--- config.mk ---
export PLATFORM = sky130hd
export DESIGN_NAME = score_regfile_flat
export DESIGN_NICKNAME = d
export VERILOG_FILES = /design/src/rtl/score_pkg.sv /design/src/rtl/score_regfile_if.sv /design/src/rtl/bcd_digit_add.sv /design/src/rtl/score_regfile.sv /design/src/flat_wrapper.sv
export SDC_FILE = /design/constraint.sdc
export NUM_CORES = 1
export LEC_CHECK = 0
export BUFFER_PORTS_ARGS = -buffer_cell sky130_fd_sc_hd__buf_4
export CORE_ASPECT_RATIO = 1.4
export CORE_UTILIZATION = 55
export DETAILED_ROUTE_END_ITERATION = 6
export PLACE_DENSITY = 0.76
export REMOVE_ABC_BUFFERS = 1
export SETUP_SLACK_MARGIN = 0.4
export SYNTH_ARGS = -nofsm -noshare
export SYNTH_HDL_FRONTEND = slang
export SYNTH_HIERARCHICAL = 1
export SYNTH_SLANG_ARGS = --single-unit
--- constraint.sdc ---
create_clock -name clk -period 4 [get_ports clk]
set_input_delay 0.6 -clock clk [delete_from_list [all_inputs] [get_ports clk]]
set_output_delay 0.6 -clock clk [all_outputs]
set_load 0.02 [all_outputs]
--- src/rtl/score_pkg.sv ---
// Shared definitions for the player status register file: update op codes,
// word field layout, BCD limits and update FSM state encodings.
package score_pkg;

  typedef enum logic [1:0] {
    OP_ADD_SCORE    = 2'b00,
    OP_DAMAGE       = 2'b01,
    OP_HEAL         = 2'b10,
    OP_RESET_PLAYER = 2'b11
  } upd_op_e;

  localparam int LIVES_LSB  = 28;
  localparam int LIVES_W    = 4;
  localparam int HEALTH_LSB = 20;
  localparam int HEALTH_W   = 8;
  localparam int SCORE_LSB  = 0;
  localparam int SCORE_W    = 20;
  localparam int NUM_DIGITS = 5;

  localparam logic [19:0] BCD_MAX = 20'h99999;

  localparam logic [1:0] ST_IDLE   = 2'd0;
  localparam logic [1:0] ST_ADD    = 2'd1;
  localparam logic [1:0] ST_COMMIT = 2'd2;

  function automatic logic [3:0] get_lives(input logic [31:0] w);
    return w[LIVES_LSB +: LIVES_W];
  endfunction

  function automatic logic [7:0] get_health(input logic [31:0] w);
    return w[HEALTH_LSB +: HEALTH_W];
  endfunction

  function automatic logic [19:0] get_score(input logic [31:0] w);
    return w[SCORE_LSB +: SCORE_W];
  endfunction

  function automatic logic [31:0] pack_word(input logic [3:0] lives, input logic [7:0] health,
                                            input logic [19:0] score);
    logic [31:0] w;
    w = '0;
    w[LIVES_LSB +: LIVES_W]   = lives;
    w[HEALTH_LSB +: HEALTH_W] = health;
    w[SCORE_LSB +: SCORE_W]   = score;
    return w;
  endfunction

  function automatic logic is_bcd(input logic [19:0] v);
    logic ok;
    ok = 1'b1;
    for (int d = 0; d < NUM_DIGITS; d++) begin
      if (v[4*d +: 4] > 4'd9) ok = 1'b0;
    end
    return ok;
  endfunction

endpackage

--- src/rtl/score_regfile_if.sv ---
// Score-read and player-update bus between game logic / renderer (master)
// and the player register file (slave).
interface score_regfile_if;
  logic        score_re;
  logic [4:0]  score_addr;
  logic [31:0] score_data;
  logic        score_valid_data;
  logic        upd_valid;
  logic        upd_ready;
  logic [2:0]  upd_player;
  logic [1:0]  upd_op;
  logic [19:0] upd_arg;

  modport master (
    output score_re, score_addr, upd_valid, upd_player, upd_op, upd_arg,
    input  score_data, score_valid_data, upd_ready
  );

  modport slave (
    input  score_re, score_addr, upd_valid, upd_player, upd_op, upd_arg,
    output score_data, score_valid_data, upd_ready
  );
endinterface

--- src/rtl/bcd_digit_add.sv ---
// Single packed-BCD digit adder with carry; combinational, reused serially
// across the five score digits.
module bcd_digit_add (
  input  logic [3:0] a,
  input  logic [3:0] b,
  input  logic       cin,
  output logic [3:0] sum,
  output logic       cout
);
  logic [4:0] raw;

  // NOTE: every output of a combinational block is given a value on every
  // path, otherwise synthesis infers a latch to hold the old one.
  always_comb begin
    raw = {1'b0, a} + {1'b0, b} + {4'd0, cin};
    if (raw > 5'd9) begin
      sum  = raw[3:0] + 4'd6;
      cout = 1'b1;
    end else begin
      sum  = raw[3:0];
      cout = 1'b0;
    end
  end
endmodule

--- src/rtl/score_regfile.sv ---
// Player status register file with a digit-serial BCD score adder.
// Optional SCORE_BCD_CHECK_EN: reject non-BCD ADD_SCORE operands via upd_err.
module score_regfile
  import score_pkg::*;
#(
  parameter int          NUM_PLAYERS = 4,
  parameter int          READ_LAT    = 2,
  parameter logic [3:0]  INIT_LIVES  = 4'd3,
  parameter logic [7:0]  MAX_HEALTH  = 8'd100
) (
  input  logic                   clk,
  input  logic                   rst,
  score_regfile_if.slave         bus,
  output logic [NUM_PLAYERS-1:0] player_alive,
`ifdef SCORE_BCD_CHECK_EN
  output logic                   upd_err,
`endif
  output logic                   all_dead
);

  localparam int          CNT_W      = $clog2(READ_LAT + 1);
  localparam logic [31:0] RESET_WORD = pack_word(INIT_LIVES, MAX_HEALTH, 20'h0);

  logic [31:0] regs [NUM_PLAYERS];

  // ---------------- read path ----------------
  logic             rd_pending;
  logic [CNT_W-1:0] rd_cnt;
  logic [31:0]      rd_word_q;
  logic [31:0]      rd_word_c;
  logic             rd_accept;

  always_comb begin
    rd_word_c = '0;
    for (int i = 0; i < NUM_PLAYERS; i++) begin
      if (bus.score_addr == 5'(i)) rd_word_c = regs[i];
    end
  end

  assign rd_accept = bus.score_re && !rd_pending && !bus.score_valid_data;

  // NOTE: sequential state uses non-blocking assignments so every flop
  // samples pre-edge values regardless of statement order.
  always_ff @(posedge clk) begin
    if (rst) begin
      rd_pending           <= 1'b0;
      rd_cnt               <= '0;
      rd_word_q            <= '0;
      bus.score_valid_data <= 1'b0;
      bus.score_data       <= '0;
    end else begin
      bus.score_valid_data <= 1'b0;
      bus.score_data       <= '0;
      if (rd_accept) begin
        if (READ_LAT == 1) begin
          bus.score_valid_data <= 1'b1;
          bus.score_data       <= rd_word_c;
        end else begin
          rd_pending <= 1'b1;
          rd_cnt     <= CNT_W'(READ_LAT - 1);
          rd_word_q  <= rd_word_c;
        end
      end else if (rd_pending) begin
        rd_cnt <= rd_cnt - 1'b1;
        if (rd_cnt == CNT_W'(1)) begin
          rd_pending           <= 1'b0;
          bus.score_valid_data <= 1'b1;
          bus.score_data       <= rd_word_q;
        end
      end
    end
  end

  // ---------------- update FSM ----------------
  logic [1:0]  state;
  logic [2:0]  player_q;
  upd_op_e     op_q;
  logic [19:0] arg_q;
  logic [19:0] acc_q;
  logic        carry_q;
  logic [2:0]  digit_q;
  logic        sat_q;
  logic        commit_en;
  logic [31:0] cur_word_c;
  logic [31:0] upd_word_c;
  logic [3:0]  base_digit;
  logic [3:0]  dig_sum;
  logic        dig_cout;

  assign bus.upd_ready = (state == ST_IDLE);

  always_comb begin
    cur_word_c = '0;
    for (int i = 0; i < NUM_PLAYERS; i++) begin
      if (player_q == 3'(i)) cur_word_c = regs[i];
    end
  end

  always_comb begin
    base_digit = '0;
    for (int d = 0; d < NUM_DIGITS; d++) begin
      if (digit_q == 3'(d)) base_digit = get_score(cur_word_c)[4*d +: 4];
    end
  end

  bcd_digit_add u_digit_add (
    .a   (base_digit),
    .b   (arg_q[3:0]),
    .cin (carry_q),
    .sum (dig_sum),
    .cout(dig_cout)
  );

  always_comb begin
    logic [3:0]  lives;
    logic [7:0]  health;
    logic [19:0] score;
    logic [8:0]  heal_sum;
    lives    = get_lives(cur_word_c);
    health   = get_health(cur_word_c);
    score    = get_score(cur_word_c);
    heal_sum = {1'b0, health} + {1'b0, arg_q[7:0]};
    case (op_q)
      OP_ADD_SCORE: score = sat_q ? BCD_MAX : acc_q;
      OP_DAMAGE: begin
        if (health > arg_q[7:0]) begin
          health = health - arg_q[7:0];
        end else if (lives != 4'd0) begin
          lives  = lives - 4'd1;
          health = MAX_HEALTH;
        end else begin
          health = 8'd0;
        end
      end
      OP_HEAL: begin
        if (lives != 4'd0 || health != 8'd0)
          health = (heal_sum > {1'b0, MAX_HEALTH}) ? MAX_HEALTH : heal_sum[7:0];
      end
      default: begin
        lives  = INIT_LIVES;
        health = MAX_HEALTH;
        score  = 20'h0;
      end
    endcase
    upd_word_c = pack_word(lives, health, score);
  end

`ifdef SCORE_BCD_CHECK_EN
  logic err_q;

  always_ff @(posedge clk) begin
    if (rst)                                   err_q <= 1'b0;
    else if (state == ST_IDLE && bus.upd_valid) err_q <= (bus.upd_op == OP_ADD_SCORE) && !is_bcd(bus.upd_arg);
  end

  assign upd_err   = (state == ST_COMMIT) && err_q;
  assign commit_en = !err_q;
`else
  assign commit_en = 1'b1;
`endif

  // Operands are shifted down one digit per cycle; the partial sum enters
  // from the top so it is in digit order after the fifth step.
  always_ff @(posedge clk) begin
    if (rst) begin
      state    <= ST_IDLE;
      player_q <= '0;
      op_q     <= OP_ADD_SCORE;
      arg_q    <= '0;
      acc_q    <= '0;
      carry_q  <= 1'b0;
      digit_q  <= '0;
      sat_q    <= 1'b0;
    end else begin
      case (state)
        ST_IDLE: begin
          if (bus.upd_valid) begin
            player_q <= bus.upd_player;
            op_q     <= upd_op_e'(bus.upd_op);
            arg_q    <= bus.upd_arg;
            acc_q    <= '0;
            carry_q  <= 1'b0;
            digit_q  <= '0;
            sat_q    <= 1'b0;
            state    <= (bus.upd_op == OP_ADD_SCORE) ? ST_ADD : ST_COMMIT;
          end
        end
        ST_ADD: begin
          acc_q   <= {dig_sum, acc_q[19:4]};
          arg_q   <= {4'h0, arg_q[19:4]};
          carry_q <= dig_cout;
          digit_q <= digit_q + 3'd1;
          if (digit_q == 3'(NUM_DIGITS - 1)) begin
            sat_q <= dig_cout;
            state <= ST_COMMIT;
          end
        end
        default: state <= ST_IDLE;
      endcase
    end
  end

  // NOTE: the register array is reset explicitly because every player must
  // come out of reset with a defined status word.
  always_ff @(posedge clk) begin
    if (rst) begin
      for (int i = 0; i < NUM_PLAYERS; i++) regs[i] <= RESET_WORD;
    end else if (state == ST_COMMIT && commit_en) begin
      for (int i = 0; i < NUM_PLAYERS; i++) begin
        if (player_q == 3'(i)) regs[i] <= upd_word_c;
      end
    end
  end

  always_comb begin
    for (int i = 0; i < NUM_PLAYERS; i++) begin
      player_alive[i] = (get_lives(regs[i]) != 4'd0) || (get_health(regs[i]) != 8'd0);
    end
    all_dead = ~|player_alive;
  end

endmodule

--- src/flat_wrapper.sv ---
// flat-port wrapper written by rule: the top's interface ports become plain ports
module score_regfile_flat import score_pkg::*;
#(
  parameter int          NUM_PLAYERS = 4,
  parameter int          READ_LAT    = 2,
  parameter logic [3:0]  INIT_LIVES  = 4'd3,
  parameter logic [7:0]  MAX_HEALTH  = 8'd100
)
  (clk, rst, player_alive, all_dead, bus_score_re, bus_score_addr, bus_upd_valid, bus_upd_player, bus_upd_op, bus_upd_arg, bus_score_data, bus_score_valid_data, bus_upd_ready);
  score_regfile_if bus_i ();
  input  logic clk;
  input  logic rst;
  output logic [NUM_PLAYERS-1:0] player_alive;
  output logic all_dead;
  input wire logic [$bits(bus_i.score_re)-1:0] bus_score_re;
  input wire logic [$bits(bus_i.score_addr)-1:0] bus_score_addr;
  input wire logic [$bits(bus_i.upd_valid)-1:0] bus_upd_valid;
  input wire logic [$bits(bus_i.upd_player)-1:0] bus_upd_player;
  input wire logic [$bits(bus_i.upd_op)-1:0] bus_upd_op;
  input wire logic [$bits(bus_i.upd_arg)-1:0] bus_upd_arg;
  output wire logic [$bits(bus_i.score_data)-1:0] bus_score_data;
  output wire logic [$bits(bus_i.score_valid_data)-1:0] bus_score_valid_data;
  output wire logic [$bits(bus_i.upd_ready)-1:0] bus_upd_ready;
  assign bus_i.score_re = bus_score_re;
  assign bus_i.score_addr = bus_score_addr;
  assign bus_i.upd_valid = bus_upd_valid;
  assign bus_i.upd_player = bus_upd_player;
  assign bus_i.upd_op = bus_upd_op;
  assign bus_i.upd_arg = bus_upd_arg;
  assign bus_score_data = bus_i.score_data;
  assign bus_score_valid_data = bus_i.score_valid_data;
  assign bus_upd_ready = bus_i.upd_ready;
  score_regfile #(.NUM_PLAYERS(NUM_PLAYERS), .READ_LAT(READ_LAT), .INIT_LIVES(INIT_LIVES), .MAX_HEALTH(MAX_HEALTH)) u_core (.clk(clk), .rst(rst), .bus(bus_i), .player_alive(player_alive), .all_dead(all_dead));
endmodule
# --- Word level (Yosys, flattened, before mapping) ---
# Memory sizes are Yosys's and may differ from the RTL's.
# Index checks and enable logic that the tools add are counted.
op_classes:
  n_reduce_logical: 38
  n_bitwise: 6
  magnitude_cmp: 3
  n_eq_ne: 17
  n_mux: 67
  add_sub_neg: 8
ops:
  columns: ["operator", "n"]
  rows:
  - ["two-way mux 32 bit", 12]
  - ["one-hot mux 20 bit (2 select lines)", 3]
  - ["two-way mux 20 bit", 3]
  - ["nonzero test 8 bit", 5]
  - ["two-way mux 4 bit", 8]
  - ["two-way mux 1 bit", 27]
  - ["two-way mux 8 bit", 3]
  - ["one-hot mux 8 bit (3 select lines)", 1]
  - ["nonzero test 4 bit", 5]
  - ["== test 3 x 2 -> 1 bit (second input constant)", 4]
  - ["== test 5 x 2 -> 1 bit (second input constant)", 2]
  - ["adder 8 x 8 -> 9 bit", 1]
  - ["> comparator 9 x 7 -> 1 bit (second input constant)", 1]
  - ["> comparator 8 bit", 1]
  - ["one-hot mux 4 bit (2 select lines)", 1]
  - ["OR reduction 4 bit", 2]
  - ["subtractor 8 bit", 1]
  - ["two-way mux 7 bit", 1]
  - ["== test 2 x 1 -> 1 bit (second input constant)", 3]
  - ["== test 3 x 1 -> 1 bit (second input constant)", 2]
  - ["zero test 2 bit", 3]
  - ["zero test 3 bit", 2]
  - ["two-way mux 2 bit", 3]
  - ["one-hot mux 3 bit (2 select lines)", 1]
  - ["other kinds (26)", 44]
totals:
  n_memories: 1
  ff_bits: 120
  mem_bits_rw: 128
  word_cells: 154
  out_inout_bits: 39
memory_table:
  columns: ["name", "words", "width", "rd", "rd_ports_with_merged_regs", "write_ports", "line_no", "rtl"]
  rows:
  - ["u_core.regs", 4, 32, 4, 0, 4, "score_regfile.sv:24", "logic [31:0] regs [NUM_PLAYERS];"]

# --- Depth between registers and ports, before layout ---
depth:
  word_depth: 16
  ltp_mapped: 18
  depth_no_buf: 16

# --- Cells and area by module ---
# Netlist, hierarchy kept.
modules_own_cells:
  columns: ["module", "cells_each", "instances", "area_each_um2"]
  rows:
  - ["score_regfile", 1232, 1, 12139.1]
  - ["bcd_digit_add", 22, 1, 211.5]

# --- Least setup slack after synthesis ---
# No wires, ideal clock.
synth_path:
  kind: "register to register"
  from: "register u_core.player_q[0]"
  to: "register u_core.acc_q[18]"
  required_ns: 3.930
  path_slack_ns: -0.443
  stages_incl_launch_ff: 19
  n_path_buf: 3
  t_arrival_ns: 4.373
  period_less_slack_ns: 4.443
  path_cell_list: "dfxtp_1 > buf_6 > buf_2 > buf_1 > mux4_2 > and2_1 > nand2_1 > o21ai_0 > a22oi_1 > a21oi_1 > fa_1 > fa_1 > xnor2_1 > ha_1 > a31o_1 > o31ai_4 > mux2i_1 > nand2_1 > a21oi_1"
synth_between:
  elab_chain_len: 15
synth_rtl:
  columns: ["item", "line_no", "rtl"]
  rows:
  - ["start: declaration", "score_regfile.sv:76", "logic [2:0] player_q;"]
  - ["start signal: assignment", "score_regfile.sv:178", "player_q <= bus.upd_player;"]
  - ["zero test 3 bit", "score_regfile.sv:95", "if (player_q == 3'(i)) cur_word_c = regs[i];"]
  - ["two-way mux 32 bit (3 in series)", "score_regfile.sv:95", null]
  - ["two-way mux 32 bit *", "score_regfile.sv:95", null]
  - ["two-way mux 4 bit (4 in series)", "score_regfile.sv:102", "if (digit_q == 3'(d)) base_digit = get_score(cur_word_c)[4*d +: 4];"]
  - ["two-way mux 4 bit *", "score_regfile.sv:102", null]
  - ["net u_core.base_digit[0]", "score_regfile.sv:86", "logic [3:0] base_digit;"]
  - ["adder 4 x 4 -> 5 bit *", "bcd_digit_add.sv:15", "raw = {1'b0, a} + {1'b0, b} + {4'd0, cin};"]
  - ["adder 5 x 1 -> 5 bit *", "bcd_digit_add.sv:15", null]
  - ["adder 4 x 3 -> 4 bit or > comparator 5 x 4 -> 1 bit (tied branches)", "bcd_digit_add.sv:17, bcd_digit_add.sv:16", null]
  - ["two-way mux 4 bit *", "bcd_digit_add.sv:16", "if (raw > 5'd9) begin"]
  - ["net u_core.dig_sum[2]", "score_regfile.sv:87", "logic [3:0] dig_sum;"]
  - ["one-hot mux 20 bit (2 select lines) *", "score_regfile.sv:175", "case (state)"]
  - ["end signal: assignment", "score_regfile.sv:189", "acc_q <= {dig_sum, acc_q[19:4]};"]
  - ["end: declaration", "score_regfile.sv:79", "logic [19:0] acc_q;"]
# Mark *: on every way through the listed nets, which the timed path passes. The rest lies on a longest branch.
# A chain may end at the register's enable or synchronous reset.

==> reports/summary.txt <==
Register share of total power - 43.5%
Die Span Y - 179 µm
CTS tree - yes
Initial antenna violation count - 0
FF+latch area - 6250 µm²
Clock latency on the worst-skew pair - 0.55 ns
Die area - 23100 µm²
Critical path's slowest cell - mux4_2
Num CTS Buffers - 25
Crit path top cell by count - buf_4
Post-DP HPWL - 22500 µm
Post-synth EDFFs - 128
Worst Setup SP - u_core/player_q[0]
Clock root buffer - clkbuf_16
Syn_area_per_cell - 9.85 µm²
Minimum clock period - 3.84 ns
Hold-fix buffers at CTS - 0
Cell taking the most area after synthesis - edfxtp_1
Placed insts - 1593
Gr usage total - 30.8%
Clock Pin Slew Worst Setup and Hold Paths - 0.07 ns
Multi-input logic area - 6160 µm²
Post-Syn Instances - 1254
DR iter-0 viols - 1195
Worst Tran Pin Value - 1.18 ns
Yosys synthesis warning count - 6
Via density - 6.40
Syn Std Cell Area - 12400 µm²
Max cap viols - 0
Type of the worst setup path - flop to flop
Worst Hold Slack - 0.294 ns
Largest net degree at the start of global routing - 65
Via Count - 10600
Internal power - 4740 µW
Slew HR - 21.6%
First-pass GRT wire length - 54300 µm
Switching power - 1780 µW
Yosys cell types - 66
Total gr overflow - 0
Sinks on the clock net - 248
DR WL/cell - 21.2 µm
Final period util - 96.1%
Initial Util - 56.3%
Num rows - 64
Post-Route WL - 35300 µm
Leakage - 0.00538 µW
Worst Path Required - 4.25 ns
Slew Limit Fails - 0
Clock skew - 0.0113 ns
Most instantiated cells after synthesis - nor2_1, nand2_1, edfxtp_1, dfxtp_1, a21oi_1
Setup violations, final - 0
Sum of negative setup slack - 0 ns
Fmax - 0.260 GHz
CP cell instances - buf_12, mux4_2, and2_4, ha_4, nor2b_4, a2111oi_4, buf_4, or4_1, nand3b_1, a311oi_2, buf_4, and3_4, a222oi_1, buf_4, nor3_1
Top FF cell, synth - edfxtp_1
Logic gate share of total power - 19.1%
Antenna cells - 0
IO Pins - 73
Final nets - 1416
Sequential area share after synthesis - 50.6%
Max clock buf depth - 3
Area growth from synthesis to layout - 22.1%
Switch share - 27.3%
DRC viols - 0
Final hold violation count - 0
Worst-path fanout max - 7
Non-Filler Instances - 1660
Hold crit path type - input pin to flop
Status - finished, final reports clean
Critical path data arrival time - 4.10 ns
Max incr delay on CP - 0.52 ns
Asr flop ratio synth - 0%
Setup crit start kind - flop
Share of cells above drive strength 1 - 23.9%
Hold path start - bus_upd_arg[19]
Count leader, synth - nor2_1
Die span in x - 129 µm
H-tree Lvls - 1
Top cells by area, synth - edfxtp_1, dfxtp_1, nor2_1
GP Congestion - 1.01
Core footprint - 21900 µm²
Filler Cells Inserted - 1696
Worst VDD drop - 326 µV
# port buffers - 72
Crit path capture type - flop
Clock Power Share - 37.4%
Power density over the cells - 433 nW/µm²
First-pass DRT Iterations - 6
Final ANT Viol Nets - 0
Synth top area share - 31.1%
RSZ-0062 raised after global routing - true
Vias in the first global route - 10400
Layout Utilization - 68.7%
Synthesis-stage register bit count - 248
Worst r2r src - u_core/player_q[0]
## what timing repair did
action | CTS | global route
setup endpoints to repair | 53 | 53
hold endpoints to repair | 0 | 0
resized for setup | 77 | 44
pin swaps | 34 | 22
setup buffers | 9 | 12
## kinds of logic (layout without fill, tap and decap cells)
family / Yosys count / in the layout / synth area share [%]
and+or+nand+nor: 499 / 499 / 18.4
AOI/OAI and AO/OA: 294 / 294 / 16.5
DFF: 248 / 248 / 50.6
buffers and inverters: 128 / 237 / 4.04
adders and majority gates: 38 / 38 / 4.09
muxes: 36 / 36 / 5.61
xor gates and xnor gates: 11 / 11 / 0.780
## placed cells by master, fill, tap and decap left out, types with 19 or more instances in the layout
cell	synthesis	routed
a22oi_1	41	35
nor2_1	167	165
a211oi_1	36	34
a221oi_1	35	32
clkbuf_16	0	26
ha_1	34	25
o21ai_0	28	19
and2_1	58	50
dfxtp_1	120	118
edfxtp_1	128	128
nand3_1	35	35
a21oi_1	87	78
nand2_1	152	150
inv_1	32	31
mux4_2	25	25
buf_4	0	144
## power by group through the flow
stage | clock network [µW] | registers, µW | logic, µW
6_report | 2440 | 2840 | 1250
3_5_place_dp | 0 | 2890 | 992
5_1_grt | 2560 | 2840 | 1330
4_1_cts | 2470 | 2830 | 1100
3_3_place_gp | 0 | 2880 | 974
2_1_floorplan | 0 | 2880 | 589
## critical path: cells and delay by family (launching register included)
kind	cells	cell delay (ns)
AO/OA/AOI/OAI	3	0.44
buffers and inverters	4	0.67
multiplexers	1	0.52
adder cells (fa/ha/maj)	1	0.27
flip-flops	1	0.42
AND/OR/NAND/NOR	6	1.22
## registers in the layout (all words and copies together) (netlist names)
register / count
u_core/regs: 128
u_core/bus.score_data: 32
u_core/rd_word_q: 32
u_core/acc_q: 20
u_core/arg_q: 20
u_core/digit_q: 3
u_core/player_q: 3
u_core/op_q: 2
u_core/rd_cnt: 2
u_core/state: 2
u_core/bus.score_valid_data: 1
u_core/carry_q: 1
u_core/rd_pending: 1
u_core/sat_q: 1
## per-stage QoR
stage,setup WS (ns),cell area (µm²),power [µW]
finish,0.156,15100,6520
detailed placement,0.00922,13500,3880
CTS,0.274,14700,6400
global placement,-0.0329,13500,3860
global route,0.0208,15100,6740
floorplan,-2.73,12000,3470
## cell type report
| type | count | share of cell area [%] |
|---|---|---|
| clock buffer | 30 | 4.55 |
| tap | 297 | 2.46 |
| multi-input combinational | 878 | 40.9 |
| clock inverter | 16 | 1.15 |
| inverter | 32 | 0.797 |
| sequential | 248 | 41.5 |
| timing repair buffer | 159 | 8.70 |
## worst paths after layout
check,cells after the start,end,slack (ns)
setup / recovery,15,u_core/regs[0][24],0.16
hold / removal,3,u_core/arg_q[19],0.29
setup reg to reg,15,u_core/regs[0][24],0.16
hold reg to reg,1,u_core/bus.score_data[7],0.45
## layer usage
layer	track usage (%)	share of wire, %	vias to the layer above
met5	0	0	-
met4	17.5	5.6	0
met3	4.39	8.9	167
met2	53.1	50	633
met1	36.8	36	5057
li1	-	-	4759
Power figures use the tool's default switching activity.
